`config.mk`:
```
export PLATFORM = sky130hd
export DESIGN_NAME = instr_fetch_unit
export DESIGN_NICKNAME = d
export VERILOG_FILES = /design/src/rtl/fetch_pkg.sv /design/src/rtl/fetch_hold_buf.sv /design/src/rtl/instr_fetch_unit.sv
export SDC_FILE = /design/constraint.sdc
export NUM_CORES = 1
export LEC_CHECK = 0
export BUFFER_PORTS_ARGS = -buffer_cell sky130_fd_sc_hd__buf_2
export CAP_MARGIN = 15
export CELL_PAD_IN_SITES_DETAIL_PLACEMENT = 1
export CELL_PAD_IN_SITES_GLOBAL_PLACEMENT = 2
export CORE_UTILIZATION = 29
export CTS_CLUSTER_SIZE = 40
export DETAILED_ROUTE_END_ITERATION = 7
export PLACE_DENSITY_LB_ADDON = 0.3
export SYNTH_ARGS = -nofsm -noshare
export SYNTH_HDL_FRONTEND = slang
export SYNTH_HIERARCHICAL = 1
export SYNTH_SLANG_ARGS = --single-unit
```
`constraint.sdc`:
```
create_clock -name i_clk -period 2.6 [get_ports i_clk]
set_input_delay 0.52 -clock i_clk [delete_from_list [all_inputs] [get_ports i_clk]]
set_output_delay 0.52 -clock i_clk [all_outputs]
set_load 0.005 [all_outputs]
```
`src/rtl/fetch_pkg.sv`:
```
// Shared types and helpers for the instruction fetch stage.
package fetch_pkg;

    typedef enum logic [1:0] {BOOT, REQ, WAIT, HOLD} fetch_state_t;

    typedef enum logic [1:0] {ERR_NONE, ERR_MISALIGN, ERR_MEM, ERR_TIMEOUT} fetch_err_t;

    localparam int unsigned INSTR_BYTES = 4;

    function automatic logic misaligned(input logic [0:63] addr);
        logic [63:0] a;
        a = addr;
        return (a & 64'(INSTR_BYTES - 1)) != '0;
    endfunction

    // 32-bit mode clears the upper address word (bits 0..31, bit 0 = MSB)
    function automatic logic [0:63] mask_addr(input logic [0:63] addr, input logic mode_32b);
        return mode_32b ? {32'h0, addr[32:63]} : addr;
    endfunction

endpackage

```
`src/rtl/fetch_hold_buf.sv`:
```
// Output register for a fetched instruction: word, address, error and valid,
// loaded by the fetch FSM and released by consume or flush.
module fetch_hold_buf
    import fetch_pkg::*;
(
    input  logic        i_clk,
    input  logic        i_rst_n,
    input  logic        i_load,
    input  logic [0:31] i_instr,
    input  logic [0:63] i_addr,
    input  fetch_err_t  i_err,
    input  logic        i_consume,
    input  logic        i_clear,
    output logic [0:31] o_instr,
    output logic [0:63] o_addr,
    output fetch_err_t  o_err,
    output logic        o_valid
);

    always_ff @(posedge i_clk or negedge i_rst_n) begin
        if (!i_rst_n) begin
            o_instr <= '0;
            o_addr  <= '0;
            o_err   <= ERR_NONE;
            o_valid <= 1'b0;
        end else if (i_load) begin
            o_instr <= i_instr;
            o_addr  <= i_addr;
            o_err   <= i_err;
            o_valid <= 1'b1;
        end else if (i_consume || i_clear) begin
            o_valid <= 1'b0;
        end
    end

endmodule

```
`src/rtl/instr_fetch_unit.sv`:
```
// Instruction fetch stage: single-outstanding request to instruction memory,
// holds the returned word until instruction identify accepts it.
module instr_fetch_unit
    import fetch_pkg::*;
#(
    parameter logic [0:63] RESET_ADDR     = 64'h0,
    parameter int unsigned TIMEOUT_CYCLES = 255
) (
    input  logic        i_clk,
    input  logic        i_rst_n,
    input  logic        i_32b_mode,
    input  logic [0:63] i_next_instr_addr,
    output logic        o_stall,
    input  logic        i_flush,
    input  logic [0:63] i_flush_addr,
    output logic        o_mem_req,
    output logic [0:63] o_mem_addr,
    input  logic        i_mem_gnt,
    input  logic        i_mem_rsp_valid,
    input  logic [0:31] i_mem_rsp_data,
    input  logic        i_mem_rsp_err,
    output logic [0:31] o_instr,
    output logic        o_instr_valid,
    input  logic        i_instr_ready,
    output logic [0:63] o_instr_addr,
    output logic        o_fetch_err,
    output logic [0:1]  o_err_code
);

    fetch_state_t state_q, state_d;
    logic [0:63]  fetch_addr_q, fetch_addr_d;
    logic         drop_q, drop_d;
    logic [7:0]   timer_q, timer_d;
    logic         timeout;

    logic         hb_load, hb_consume, hb_clear;
    logic [0:31]  hb_instr;
    fetch_err_t   hb_err_d, hb_err_q;

    assign timeout    = (timer_q == 8'(TIMEOUT_CYCLES - 1));
    assign o_mem_addr = mask_addr(fetch_addr_q, i_32b_mode);

    always_ff @(posedge i_clk or negedge i_rst_n) begin
        if (!i_rst_n) begin
            state_q      <= BOOT;
            fetch_addr_q <= '0;
            drop_q       <= 1'b0;
            timer_q      <= '0;
        end else begin
            state_q      <= state_d;
            fetch_addr_q <= fetch_addr_d;
            drop_q       <= drop_d;
            timer_q      <= timer_d;
        end
    end

    always_comb begin
        state_d      = state_q;
        fetch_addr_d = fetch_addr_q;
        drop_d       = drop_q;
        timer_d      = timer_q;
        o_mem_req    = 1'b0;
        o_stall      = 1'b1;
        hb_load      = 1'b0;
        hb_consume   = 1'b0;
        hb_clear     = 1'b0;
        hb_instr     = '0;
        hb_err_d     = ERR_NONE;

        // a late response to a timed-out request can land outside WAIT
        if (drop_q && i_mem_rsp_valid && state_q != WAIT)
            drop_d = 1'b0;

        unique case (state_q)
            BOOT: begin
                fetch_addr_d = i_flush ? i_flush_addr : RESET_ADDR;
                state_d      = REQ;
            end
            REQ: begin
                if (misaligned(fetch_addr_q)) begin
                    if (i_flush) begin
                        fetch_addr_d = i_flush_addr;
                    end else begin
                        hb_load  = 1'b1;
                        hb_err_d = ERR_MISALIGN;
                        state_d  = HOLD;
                    end
                end else begin
                    o_mem_req = 1'b1;
                    if (i_flush)
                        fetch_addr_d = i_flush_addr;
                    if (i_mem_gnt) begin
                        state_d = WAIT;
                        timer_d = '0;
                        if (i_flush)
                            drop_d = 1'b1;
                    end
                end
            end
            WAIT: begin
                timer_d = timer_q + 8'd1;
                if (i_flush) begin
                    fetch_addr_d = i_flush_addr;
                    // a response in the flush cycle is the outstanding one: nothing left to drop
                    if (i_mem_rsp_valid) begin
                        drop_d  = 1'b0;
                        state_d = REQ;
                    end else begin
                        drop_d = 1'b1;
                        if (timeout)
                            state_d = REQ;
                    end
                end else if (i_mem_rsp_valid) begin
                    if (drop_q) begin
                        drop_d  = 1'b0;
                        state_d = REQ;
                    end else begin
                        hb_load  = 1'b1;
                        hb_instr = i_mem_rsp_data;
                        hb_err_d = i_mem_rsp_err ? ERR_MEM : ERR_NONE;
                        state_d  = HOLD;
                    end
                end else if (timeout) begin
                    hb_load  = 1'b1;
                    hb_err_d = ERR_TIMEOUT;
                    drop_d   = 1'b1;
                    state_d  = HOLD;
                end
            end
            HOLD: begin
                if (i_flush) begin
                    hb_clear     = 1'b1;
                    fetch_addr_d = i_flush_addr;
                    state_d      = REQ;
                end else if (i_instr_ready) begin
                    hb_consume   = 1'b1;
                    o_stall      = 1'b0;
                    fetch_addr_d = i_next_instr_addr;
                    state_d      = REQ;
                end
            end
            default: state_d = BOOT;
        endcase
    end

    fetch_hold_buf u_hold_buf (
        .i_clk     (i_clk),
        .i_rst_n   (i_rst_n),
        .i_load    (hb_load),
        .i_instr   (hb_instr),
        .i_addr    (fetch_addr_q),
        .i_err     (hb_err_d),
        .i_consume (hb_consume),
        .i_clear   (hb_clear),
        .o_instr   (o_instr),
        .o_addr    (o_instr_addr),
        .o_err     (hb_err_q),
        .o_valid   (o_instr_valid)
    );

    assign o_err_code  = hb_err_q;
    assign o_fetch_err = o_instr_valid && (hb_err_q != ERR_NONE);

endmodule

```
### Word-level counts from Yosys, hierarchy flattened

Cells that the tools add are included.

| word-level totals | value |
|---|---|
| flip-flop bits (word level) | 174 |
| input port bits | 168 |
| output and inout port bits | 166 |
| logic and storage cells | 96 |

| operators by class | value |
|---|---|
| add/subtract/negate cells | 1 |
| eq/ne operators | 12 |
| mux-type cells | 62 |
| reduce and logical (&&, ||, !) cells | 13 |

Operators by type and width:

| operator | count |
|---|---|
| 64-bit two-way mux | 5 |
| 64-bit one-hot mux with 3 select lines | 1 |
| 32-bit two-way mux | 4 |
| 64-bit nonzero test | 1 |
| 2-bit two-way mux | 16 |
| 1-bit two-way mux | 29 |
| 8-bit two-way mux | 2 |
| 8-bit one-hot mux with 2 select lines | 1 |
| 3-bit inequality test, second input constant | 4 |
| 8-bit by 1-bit adder with 8-bit output, second input constant | 1 |
| 8-bit equality test, second input constant | 1 |
| 2-bit one-hot mux with 4 select lines | 1 |
| 2-bit inequality test, second input constant | 3 |
| 2-bit nonzero test | 3 |
| 2-bit equality test, second input constant | 2 |
| 1-bit one-hot mux with 2 select lines | 2 |
| 2-bit one-hot mux with 2 select lines | 1 |
| 4-bit AND reduction | 1 |
| 1-bit logical AND | 3 |
| 3-bit AND reduction | 1 |
| 2-bit by 1-bit equality test with 1-bit output, second input constant | 1 |
| 2-bit zero test | 1 |
| 2-bit by 1-bit inequality test with 1-bit output, second input constant | 1 |
| 2-bit AND reduction | 1 |
| other kinds (2) | 2 |

### Longest topological paths before layout

| depth | value |
|---|---|
| word-level depth | 7 |
| mapped depth | 10 |
| depth with buffers taken out | 7 |

### By module

Netlist, hierarchy kept.

By module, submodules not included:

| module | instances | cells each | area an instance (µm²) | seq. area each (µm²) |
|---|---|---|---|---|
| instr_fetch_unit | 1 | 482 | 4,301.6 | 1,876.8 |
| fetch_hold_buf | 1 | 210 | 3,699.8 | 2,477.4 |

### Worst setup path after synthesis

OpenSTA, ideal clock, no wires.

| timing | value |
|---|---|
| kind | flip-flop to flip-flop |
| start point | reg state_q[1] |
| end point | reg u_hold_buf/o_instr[10] (netlist name) |
| library setup time | 125 ps |
| arrival | 2,012 ps |
| required time | 2,475 ps |
| setup slack | 463 ps |
| stages on the path, launching flop included | 11 |
| buffers on the path | 4 |
| period minus slack after synthesis | 2,137 ps |
| cells stage by stage | dfrtp_1 inv_1 ha_1 buf_2 o21ai_0 nand2b_1 a21oi_1 buf_6 buf_6 buf_6 mux2_4 |

| between the ends | value |
|---|---|
| longest elaborated chain between the ends | 2 |
| elaborated cells on any way between the ends | 4 |
| those cells by class | eq/ne: 2; mux: 2 |

Ends and longest elaborated chain:

| element | line | text |
|---|---|---|
| start: declaration | instr_fetch_unit.sv:30 | `fetch_state_t state_q, state_d;` |
| start signal: assignment | instr_fetch_unit.sv:50 | `state_q <= state_d;` |
| 2-bit equality test / 2-bit by 1-bit equality test with 1-bit output (equally long branches) | instr_fetch_unit.sv:74 | `unique case (state_q)` |
| 1-bit one-hot mux with 2 select lines (*) | instr_fetch_unit.sv:74 |  |
| named net hb_load | instr_fetch_unit.sv:36 | `logic hb_load, hb_consume, hb_clear;` |
| end signal: assignment | fetch_hold_buf.sv:27 | `o_instr <= i_instr;` |
| end: declaration | fetch_hold_buf.sv:14 | `output logic [0:31] o_instr,` |

The timed path passes the listed nets; every way through them passes the cells marked *.
A chain may end at the register's enable or synchronous reset.

### Worst setup path after layout

| timing | value |
|---|---|
| start point | reg state_q[0] |
| end point | reg u_hold_buf/o_addr[20] (netlist name) |

| between the ends | value |
|---|---|
| longest elaborated chain between the ends | 2 |
| elaborated cells on any way between the ends | 3 |
| those cells by class | eq/ne: 2; mux: 1 |

Ends and longest elaborated chain:

| element | line | text |
|---|---|---|
| 2-bit equality test / 2-bit by 1-bit equality test with 1-bit output (equally long branches) | instr_fetch_unit.sv:74 |  |
| 1-bit one-hot mux with 2 select lines (*) | instr_fetch_unit.sv:74 |  |
| named net hb_load | instr_fetch_unit.sv:36 |  |
| end signal: assignment | fetch_hold_buf.sv:28 | `o_addr <= i_addr;` |
| end: declaration | fetch_hold_buf.sv:15 | `output logic [0:63] o_addr,` |

Marks and branches as above.

==> metrics.yaml <==
antenna_found_initial: 0
clk_pin_slew_ns: 0.07
dpl.hpwl_um: 16700
rows: 60
port_buffers: 333
fin_nets: 1156
via_count: 6243
maxSlewViolCount: 0
drt_iter0_markers: 225
crit_buf_inv: 4
place_area_mm2: 0.00987
slowest_delay_ns: 0.41
dieArea_mm2: 0.0283
cp_top_family: "compound AO/OA/AOI/OAI gates"
fmax_mhz: 421
fin_area_mm2: 0.0105
fp.dieH_um: 168
critPathKind: "reg2reg"
cts.sinks: 174
crit_fanout: 26
tns_ns: 0
clock-skew-final_ns: 0.0146
worstMarginPinSlew_ns: 0.653
drc: 0
synth_cell_types: 41
start_util_pct: 29.6
hold_class: "in2reg"
fin_crit_ns: 2.37
synth_seq_area_share_pct: 54.4
clock_path_buffers: 2
core_mm2: 0.0270
grt_pass1_vias: 6451
end_kind: "flop"
avgSynthCellArea_um2: 11.6
synth_area_mm2: 0.00800
vdd_drop_max_mv: 0.459
num_io_pins: 334
synth_fp_nets: 866
post-place-ws_ns: 0.0949
yosys-top-cells-area: "dfrtp_1 54%, mux2_2 13%, a22oi_1 6.1%"
outcome: "finished clean"
cts_made_buffers: 17
power_density_mw_per_mm2: 1170
ys.flop_type: "dfrtp_1"
die_w_um: 168
cts_root_buffer: "clkbuf_16"
ys.warnings.count: 6
cp.arrival_ns: 2.68
gp_congestion: 0.758
synthArstFlopShare_pct: 100
clk-insertion-delay-late_ns: 0.43
area.growth.synth_to_final_pct: 31.0
vias_per_cell: 4.67
grt_max_degree: 72
rsz0062_at_grt: "no"
grt_pass1_wl_um: 37000
grt-ovfl-total: 0
fin_ws_ns: 0.227
yosys_register_bits: 174
drive_gt1_share_pct: 49.2
cts_tree: "yes"
hold_viol_final: 0
h-tree-depth: 4
grtUsageTotal_pct: 16.9
drv_cap: 0
synth_edf_count: 0
n_antenna_cell: 0
yosys.area.top_type_share_pct: 54.4
cp-start-kind: "flop"
crit_required_ns: 2.90
crit_chain: "inv_1, ha_1, inv_1, a211oi_2, o21ai_0, a21oi_4, buf_12, buf_12, mux2_2"
ant_nets: 0
synth_top_area_cell: "dfrtp_1"
syn_inst: 692
setup_viol: 0
timing.final.crit_share_pct: 91.3
drt_pass1_iterations: 4
wl_um: 23500
relSlewSlack_pct: 56.4
p_leak_nw: 5.26
wire_per_inst_um: 17.6
cp_slowest_cell: "dfrtp_1"
==> synth_stat cells, types with 2 or more instances <==
cell	n
o21ai_0	8
a22oi_1	65
nand3_1	4
nor3b_1	2
nor2b_1	35
nand2_1	4
xor2_1	2
nand2b_1	2
nor2_1	73
buf_2	18
clkbuf_1	20
dfrtp_1	174
a211oi_1	3
buf_6	4
buf_1	5
inv_1	9
mux2_2	91
ha_1	6
nand4_1	2
a2111oi_4	2
buf_4	32
and3_1	2
mux2_4	9
and2_1	33
xnor2_1	4
nor3_1	2
a21oi_1	66
and4_1	2
==> layer usage <==
| metal | GRT usage, % | vias to the layer above | share of wire (%) |
|---|---|---|---|
| met5 | 0 | - | 0 |
| met4 | 5.61 | 0 | 1.6 |
| met3 | 4.40 | 24 | 6.4 |
| met2 | 27.6 | 208 | 48 |
| met1 | 21.7 | 3043 | 44 |
| li1 | - | 2968 | - |
==> through the flow <==
stage | total power [mW] | instances | hold slack, ns | utilization, %
after floorplan | 7.88 | 692 | 0.224 | -
after CTS | 12.5 | 1334 | 0.374 | 38.6
after detailed placement | 9.98 | 1301 | 0.462 | 36.5
final | 12.3 | 1336 | 0.396 | 38.8
after global placement | 9.85 | 1301 | 0.461 | 36.5
after global routing | 13.3 | 1336 | 0.386 | 38.8
==> worst paths after layout <==
path,from,to,slack [ns],depth (start not counted)
worst min register to register,u_hold_buf/o_addr[28],u_hold_buf/o_addr[28],0.50,1
max in group asynchronous,i_rst_n,u_hold_buf/o_addr[2],1.27,3
worst max-delay path,state_q[0],u_hold_buf/o_addr[20],0.23,9
worst min-delay path,i_flush_addr[13],fetch_addr_q[13],0.40,3
min in group asynchronous,i_rst_n,u_hold_buf/o_instr[11],0.58,2
worst max register to register,state_q[0],u_hold_buf/o_addr[20],0.23,9
==> power breakdown <==
part	leakage, nW	internal (mW)	switching [mW]
Clock	0.258	1.26	1.17
Sequential	2.20	3.84	0.666
Combinational	2.81	2.51	2.86
Total	5.26	7.61	4.69
==> flip-flops by register name (all words and copies together), names as in the netlist <==
signal              cells
state_q                 2
u_hold_buf/o_instr     32
u_hold_buf/o_addr      64
fetch_addr_q           64
u_hold_buf/o_err        2
drop_q                  1
u_hold_buf/o_valid      1
timer_q                 8
==> layout by cell type, fill, tap and decap left out, types with 18 or more instances in the layout <==
cell type	count
buf_2	332
dfrtp_1	174
mux2_2	91
nor2_1	73
a22oi_1	65
a21oi_1	65
nor2b_1	34
and2_1	33
clkbuf_16	18
==> layout make-up <==
type                    instances  area, um2
multi-input cells             429       3190
repair buffers                350       1920
clock inverters                14        128
inverters                      10       37.5
well taps                     341        427
clock buffers                  18        429
fillers                      3097      16500
flip-flops and latches        174       4350
==> tightest hold or removal path, stage by stage <==
cell and delay [ns]:
buf_2 0.08, a22oi_1 0.06, a21oi_1 0.13
==> logic make-up after synthesis <==
family / after synthesis / synth area share, %
xor+xnor: 6 / 0.657
buf+inv: 89 / 6.33
simple gates: 162 / 10.3
compound gates: 154 / 12.7
fa+ha+maj: 6 / 0.938
flops: 174 / 54.4
mux: 101 / 14.6
==> what timing repair did <==
| item | 4_1_cts | 5_1_grt |
|---|---|---|
| endpoints found under the hold margin | 21 | 0 |
| hold buffers | 1 | 0 |
| buffers inserted | 0 | 1 |
| setup endpoints to repair | 0 | 98 |
| gates resized for setup | 0 | 1 |
(Power assumes the default switching activity.)
